### src/rtl/pipeline_hazard_control_pkg.sv
// ---------------------------------------------------------------------------
// pipeline_hazard_control_pkg
// Shared definitions for the pipeline hazard controller:
//   - hz_state_t   : controller FSM state encoding (RUN / MEM_WAIT / HALT)
//   - hz_ctrl_t    : bundle of pipeline-register enables and NOP injects
//   - hz_decode()  : priority decode of the hazard inputs into hz_ctrl_t
//   - DEFAULT_MEM_TIMEOUT, counter widths
// ---------------------------------------------------------------------------
package pipeline_hazard_control_pkg;

    localparam int unsigned DEFAULT_MEM_TIMEOUT = 255;
    localparam int          WAIT_CNT_W          = 16;
    localparam int          PERF_CNT_W          = 32;

    typedef enum logic [1:0] {
        ST_RUN      = 2'd0,
        ST_MEM_WAIT = 2'd1,
        ST_HALT     = 2'd2
    } hz_state_t;

    typedef struct packed {
        logic pc_we;
        logic if_id_we;
        logic id_ex_we;
        logic ex_mem_we;
        logic if_id_flush;
        logic id_ex_bubble;
        logic mem_wb_bubble;
    } hz_ctrl_t;

    // Priority: HALT > Mem_Busy > taken branch > load-use stall > normal.
    // A memory stall freezes every stage, so nothing is squashed or bubbled
    // upstream; any branch/stall request is simply re-presented and serviced
    // once the memory releases.
    function automatic hz_ctrl_t hz_decode(
        input logic halt,
        input logic mem_busy,
        input logic br_taken,
        input logic do_stall
    );
        hz_ctrl_t c;
        c.pc_we         = 1'b1;
        c.if_id_we      = 1'b1;
        c.id_ex_we      = 1'b1;
        c.ex_mem_we     = 1'b1;
        c.if_id_flush   = 1'b0;
        c.id_ex_bubble  = 1'b0;
        c.mem_wb_bubble = 1'b0;
        if (halt) begin
            c = '0;
        end else if (mem_busy) begin
            c               = '0;
            c.mem_wb_bubble = 1'b1;
        end else if (br_taken) begin
            // ID instruction is wrong-path, so a coincident stall is moot.
            c.if_id_flush  = 1'b1;
            c.id_ex_bubble = 1'b1;
        end else if (do_stall) begin
            c.pc_we        = 1'b0;
            c.if_id_we     = 1'b0;
            c.id_ex_bubble = 1'b1;
        end
        return c;
    endfunction

endpackage

### src/rtl/pipeline_hazard_control_perf_counter.sv
// ---------------------------------------------------------------------------
// hazard_perf_counter
// Free-running event counter that wraps from all-ones back to zero.
// Ports:
//   clk      : rising-edge clock
//   rst_n    : asynchronous active-low reset (clears the count)
//   i_en     : count this edge
//   o_count  : current count
// ---------------------------------------------------------------------------
module hazard_perf_counter
    import pipeline_hazard_control_pkg::*;
#(
    parameter int WIDTH = PERF_CNT_W
) (
    input  logic             clk,
    input  logic             rst_n,
    input  logic             i_en,
    output logic [WIDTH-1:0] o_count
);

    logic [WIDTH-1:0] r_count;

    always_ff @(posedge clk or negedge rst_n) begin
        if (!rst_n) begin
            r_count <= '0;
        end else if (i_en) begin
            r_count <= r_count + 1'b1;
        end
    end

    assign o_count = r_count;

endmodule

### src/rtl/pipeline_hazard_control.sv
// ---------------------------------------------------------------------------
// pipeline_hazard_control
// Central stall/flush controller for a 5-stage in-order pipeline. Decodes
// load-use stalls, taken branches and data-memory back-pressure into
// pipeline-register enables and NOP injects, halts the pipe if memory stays
// busy for MEM_TIMEOUT consecutive cycles, and keeps two perf counters.
// Ports:
//   clk, rst_n          : clock, asynchronous active-low reset
//   Do_Stall            : load-use hazard from the ID stall checker
//   Branch_Taken_EX     : taken branch/jump resolved in EX
//   Mem_Busy            : MEM-stage access cannot complete this cycle
//   Timeout_Clear       : pulse, leaves HALT
//   PC_Write_En .. EX_MEM_Write_En : pipeline register load enables
//   IF_ID_Flush, ID_EX_Bubble, MEM_WB_Bubble : NOP injects
//   Halted              : high while in HALT
//   Stall_Cycles        : cycles with PC_Write_En=0
//   Flush_Count         : cycles with IF_ID_Flush=1
// Parameter MEM_TIMEOUT must lie in 1..65535 (16-bit wait counter).
// ---------------------------------------------------------------------------
module pipeline_hazard_control
    import pipeline_hazard_control_pkg::*;
#(
    parameter int unsigned MEM_TIMEOUT = DEFAULT_MEM_TIMEOUT
) (
    input  logic        clk,
    input  logic        rst_n,
    input  logic        Do_Stall,
    input  logic        Branch_Taken_EX,
    input  logic        Mem_Busy,
    input  logic        Timeout_Clear,
    output logic        PC_Write_En,
    output logic        IF_ID_Write_En,
    output logic        ID_EX_Write_En,
    output logic        EX_MEM_Write_En,
    output logic        IF_ID_Flush,
    output logic        ID_EX_Bubble,
    output logic        MEM_WB_Bubble,
    output logic        Halted,
    output logic [31:0] Stall_Cycles,
    output logic [31:0] Flush_Count
);

    // Last wait-count value before the timeout fires.
    localparam logic [WAIT_CNT_W-1:0] TIMEOUT_LAST = WAIT_CNT_W'(MEM_TIMEOUT - 1);
    localparam bit                    TIMEOUT_ONE  = (MEM_TIMEOUT == 1);

    hz_state_t             r_state;
    logic [WAIT_CNT_W-1:0] r_wait_cnt;
    hz_ctrl_t              w_ctrl;
    logic                  w_halt;

    assign w_halt = (r_state == ST_HALT);

    // Outputs are a zero-latency decode of the state and live inputs; in
    // MEM_WAIT with Mem_Busy low this is identical to RUN, which is what
    // lets a branch/stall held during the wait be serviced immediately.
    always_comb begin
        w_ctrl = hz_decode(w_halt, Mem_Busy, Branch_Taken_EX, Do_Stall);
    end

    assign PC_Write_En     = w_ctrl.pc_we;
    assign IF_ID_Write_En  = w_ctrl.if_id_we;
    assign ID_EX_Write_En  = w_ctrl.id_ex_we;
    assign EX_MEM_Write_En = w_ctrl.ex_mem_we;
    assign IF_ID_Flush     = w_ctrl.if_id_flush;
    assign ID_EX_Bubble    = w_ctrl.id_ex_bubble;
    assign MEM_WB_Bubble   = w_ctrl.mem_wb_bubble;
    assign Halted          = w_halt;

    // r_wait_cnt holds the number of consecutive busy edges seen so far.
    always_ff @(posedge clk or negedge rst_n) begin
        if (!rst_n) begin
            r_state    <= ST_RUN;
            r_wait_cnt <= '0;
        end else begin
            case (r_state)
                ST_RUN: begin
                    if (Mem_Busy) begin
                        r_state    <= TIMEOUT_ONE ? ST_HALT : ST_MEM_WAIT;
                        r_wait_cnt <= WAIT_CNT_W'(1);
                    end
                end
                ST_MEM_WAIT: begin
                    if (Mem_Busy) begin
                        r_wait_cnt <= r_wait_cnt + 1'b1;
                        if (r_wait_cnt == TIMEOUT_LAST) begin
                            r_state <= ST_HALT;
                        end
                    end else begin
                        r_state    <= ST_RUN;
                        r_wait_cnt <= '0;
                    end
                end
                ST_HALT: begin
                    if (Timeout_Clear) begin
                        r_state    <= ST_RUN;
                        r_wait_cnt <= '0;
                    end
                end
                default: begin
                    r_state    <= ST_RUN;
                    r_wait_cnt <= '0;
                end
            endcase
        end
    end

    // HALT holds PC_Write_En low, so stall cycles keep accruing there.
    hazard_perf_counter #(.WIDTH(PERF_CNT_W)) u_stall_cnt (
        .clk     (clk),
        .rst_n   (rst_n),
        .i_en    (~w_ctrl.pc_we),
        .o_count (Stall_Cycles)
    );

    hazard_perf_counter #(.WIDTH(PERF_CNT_W)) u_flush_cnt (
        .clk     (clk),
        .rst_n   (rst_n),
        .i_en    (w_ctrl.if_id_flush),
        .o_count (Flush_Count)
    );

endmodule

### config.mk
export PLATFORM = sky130hd
export DESIGN_NAME = pipeline_hazard_control
export DESIGN_NICKNAME = d
export VERILOG_FILES = /design/src/rtl/pipeline_hazard_control_pkg.sv /design/src/rtl/pipeline_hazard_control_perf_counter.sv /design/src/rtl/pipeline_hazard_control.sv
export SDC_FILE = /design/constraint.sdc
export NUM_CORES = 1
export LEC_CHECK = 0
export CAP_MARGIN = 20
export CORE_MARGIN = 2
export CORE_UTILIZATION = 52
export CTS_CLUSTER_DIAMETER = 200
export DETAILED_ROUTE_END_ITERATION = 8
export GPL_TIMING_DRIVEN = 0
export HOLD_SLACK_MARGIN = 0.12
export MAX_ROUTING_LAYER = met4
export PLACE_DENSITY = 0.8
export SYNTH_ARGS = -nofsm -noshare
export SYNTH_HDL_FRONTEND = slang
export SYNTH_SLANG_ARGS = --single-unit
### constraint.sdc
create_clock -name clk -period 2.5 [get_ports clk]
set_clock_uncertainty 0.2 [all_clocks]
set_input_delay 0.5 -clock clk [delete_from_list [all_inputs] [get_ports clk]]
set_output_delay 0.5 -clock clk [all_outputs]
set_load 0.02 [all_outputs]
==> results of run 1 <==
final cells by class:
type / instances / area (sq um)
inverter: 14 / 52.6
tap: 102 / 128
sequential: 82 / 2050
clock buffer: 10 / 138
buffer: 18 / 100
multi-input combinational: 289 / 2000
fill: 579 / 2330
clock inverter: 5 / 78.8
timing repair buffer: 86 / 842
Yosys cell counts, types with 2 or more instances:
master / count / area [sq um]
xnor2_1: 17 / 149
a41oi_1: 2 / 17.5
a21oi_1: 7 / 35.0
and3_1: 10 / 62.6
nor2b_1: 4 / 25.0
or3_1: 4 / 25.0
buf_2: 4 / 20.0
o21ai_0: 18 / 90.1
nor2_1: 16 / 60.1
inv_1: 14 / 52.6
o22ai_1: 2 / 12.5
nor3_1: 15 / 75.1
nor3_2: 3 / 30.0
nand3_1: 24 / 120
xor2_1: 45 / 394
mux2_2: 2 / 22.5
nand2_1: 33 / 124
nor4b_1: 2 / 17.5
o31ai_1: 4 / 30.0
dfrtp_1: 82 / 2050
clkbuf_1: 9 / 33.8
nand4_1: 17 / 106
nor4_2: 8 / 100
buf_4: 3 / 22.5
nand2b_1: 2 / 12.5
ha_1: 4 / 50.1
and2_1: 3 / 18.8
and4_1: 9 / 78.8
a31oi_1: 4 / 25.0
nor4_1: 18 / 113
power by group through the flow:
stage | clock network (W) | logic [W] | registers [W]
6_report | 0.00106 | 0.000788 | 0.00168
5_1_grt | 0.00113 | 0.000845 | 0.00171
3_3_place_gp | 0 | 0.000757 | 0.00169
3_5_place_dp | 0 | 0.000781 | 0.00170
4_1_cts | 0.00108 | 0.000785 | 0.00168
2_1_floorplan | 0 | 0.000270 | 0.00180
layer usage:
metal  up-vias  part of all wire [%]  track usage [%]
met4         0                   1.3             10.0
met2       108                    50             37.0
met5         -                     0                -
met3        17                   5.8             3.06
met1      1696                    43             29.5
li1       1647                     -                -
sequential cells by signal, summed over array words and instances, names as in the netlist:
name	flops
r_state	2
u_stall_cnt.o_count	32
r_wait_cnt	16
u_flush_cnt.o_count	32
cell families (layout without fill, tap and decap cells):
family | Yosys count | count (layout)
adders and majority gates | 4 | 4
muxes | 2 | 2
buffers and inverters | 33 | 133
and+or+nand+nor | 174 | 174
AOI/OAI and AO/OA | 47 | 47
DFF | 82 | 82
xor gates and xnor gates | 62 | 62
worst paths after layout:
| path | slack [ns] | depth (start not counted) | end | from |
|---|---|---|---|---|
| max | 0.03 | 6 | PC_Write_En | r_state[1] |
| min | 0.27 | 1 | u_flush_cnt.o_count[31] | u_flush_cnt.o_count[31] |
| max reg2reg | 0.20 | 8 | u_flush_cnt.o_count[15] | r_state[1] |
| min reg2reg | 0.27 | 1 | u_flush_cnt.o_count[31] | u_flush_cnt.o_count[31] |
| max in group asynchronous | 1.13 | 3 | r_wait_cnt[8] | rst_n |
| min in group asynchronous | 0.36 | 2 | u_flush_cnt.o_count[24] | rst_n |
repair_timing:
action,in CTS,in global routing
endpoints found under the setup margin,28,31
cloned,0,0
pin swaps,0,2
hold buffers,1,0
gates resized for setup,22,16
endpoints found under the hold margin,20,0
buffers inserted,0,7
stage by stage:
stage                     hold WS, ns  area [sq um]  total power, W  util [%]
after floorplan               0.00441          4160         0.00207         -
after global placement          0.256          5060         0.00244      65.4
after detailed placement        0.207          5080         0.00248      65.8
after CTS                       0.274          5310         0.00354      68.7
after global routing            0.292          5400         0.00368      69.8
final                           0.273          5400         0.00353      69.8
==> impl_metrics.py, run 1 <==
metrics = {
    "die": {
        "die_w_um": 93.4,
        "core_sq_um": 7730,
        "start_util_pct": 53.8,
        "dieHeight_um": 93.4,
        "rows": 32,
        "dieArea_sq_um": 8730,
        "pin_count": 78,
    },
    "logic_synthesis": {
        "syn_area_per_cell_sq_um": 10.3,
        "synth_compound_area_share_pct": 7.10,
        "synth_seq_cells": 82,
        "synthXorXnorAreaFrac_pct": 13.1,
        "synth_top_family_by_area": "simple AND/OR/NAND/NOR gates",
        "synth_fa_ha_area_share_pct": 1.20,
        "synthFlopType": "dfrtp_1",
        "muxShareOfSynthArea_pct": 0.542,
        "synth_seq_area_share_pct": 49.4,
        "syn_area_sq_um": 4160,
        "synth.distinct_cells": 49,
        "ys_async_sr_fraction_pct": 100,
        "synth_edf_count": 0,
        "syn-num-nets": 414,
        "yosysWarnings": 0,
        "yosys.area_share.simple_pct": 25.2,
        "postSynthCellCount": 404,
    },
    "route": {
        "avgRoutedWirePerCell_um": 15.5,
        "drt-pass1-iter-count": 5,
        "wl_um": 9420,
        "drtIter0Drc": 147,
        "drc_errors": 0,
        "vias": 3468,
        "ant_nets": 0,
        "vias_per_cell": 5.72,
    },
    "min_path": {
        "hold_class": "reg -> reg",
    },
    "power": {
        "comb_power_share_pct": 22.3,
        "intPower_w": 0.00242,
        "p_leak_nw": 2.41,
        "clkPwrFrac_pct": 30.1,
        "switching_share_pct": 31.4,
        "irDropWorstVdd_uv": 517,
        "pwr-share-seq_pct": 47.5,
        "power.density_nw_per_um2": 654,
        "switchingPower_w": 0.00111,
    },
    "global_routing": {
        "grt.total_usage_pct": 23.0,
        "grt_pass1_wl_um": 15600,
        "grt_pass1_vias": 3300,
        "grt.overflow.total": 0,
        "grt_max_degree": 63,
        "antenna_found_initial": 0,
    },
    "place": {
        "io_buffer_count": 77,
        "pre_cts_ws_ns": -0.750,
        "place_inst": 584,
        "dp_hpwl_um": 6470,
        "gp_congestion": 0.833,
    },
    "critical_path": {
        "start_kind": "register",
        "worst_path_max_delay_cell": "dfrtp_2",
        "path_max_fanout": 7,
        "cp_top_family": "simple AND/OR/NAND/NOR gates",
        "cpPeakStageDelay_ns": 0.45,
        "worst_setup_path_end_kind": "primary output",
        "path_cells": "nor2b_4 > buf_6 > or3_4 > inv_2 > buf_4 > buf_4",
        "arrival_ns": 1.77,
        "cp.required_ns": 1.80,
        "worstSetupPathType": "reg -> out",
        "crit_top_cell": "buf_4",
        "critPathBufInv": 4,
    },
    "sta": {
        "finalMaxSlewViolations": 0,
        "fin_setup_tns_ns": 0,
        "setup_viol": 0,
        "worstMarginPinSlew_ns": 1.01,
        "worst_slack_ns": 0.0317,
        "slew_headroom_pct": 31.9,
        "fin_crit_sh_pct": 98.7,
        "fmax_mhz": 405,
        "hold_viol": 0,
        "period_needed_ns": 2.47,
    },
    "cts": {
        "clk_path_buf_depth": 2,
        "cts_sinks": 82,
        "insertion_delay_ns": 0.36,
        "cts_tree": "yes",
        "path_clk_slew_ns": 0.09,
        "cts-root-buf": "clkbuf_8",
        "cts_buffers": 9,
        "htreeDepth": 3,
    },
    "layout": {
        "final_common_cell": "dfrtp_1",
        "antenna_cells": 0,
        "final_net_count": 510,
        "drive_gt1_share_pct": 12.5,
        "area_growth_pct": 29.8,
        "final_cell_mix": "dfrtp_1, clkdlybuf4s50_1, xor2_1, nand2_1, nand3_1",
        "instances_no_fill": 606,
    },
    "job": {
        "max-cap-violations": 0,
    },
    "run_status": {
        "status": "complete, no violations",
    },
}
(Power assumes the default switching activity.)
==> inputs of run 2 (changes only) <==
--- a/config.mk
+++ b/config.mk
@@ -9,6 +9,7 @@
 export CORE_MARGIN = 2
 export CORE_UTILIZATION = 52
 export CTS_CLUSTER_DIAMETER = 200
+export CTS_CLUSTER_SIZE = 24
 export DETAILED_ROUTE_END_ITERATION = 8
 export GPL_TIMING_DRIVEN = 0
 export HOLD_SLACK_MARGIN = 0.12
==> results of run 2 <==
The final DEF is identical to that of run 1; final timing and power are the same.
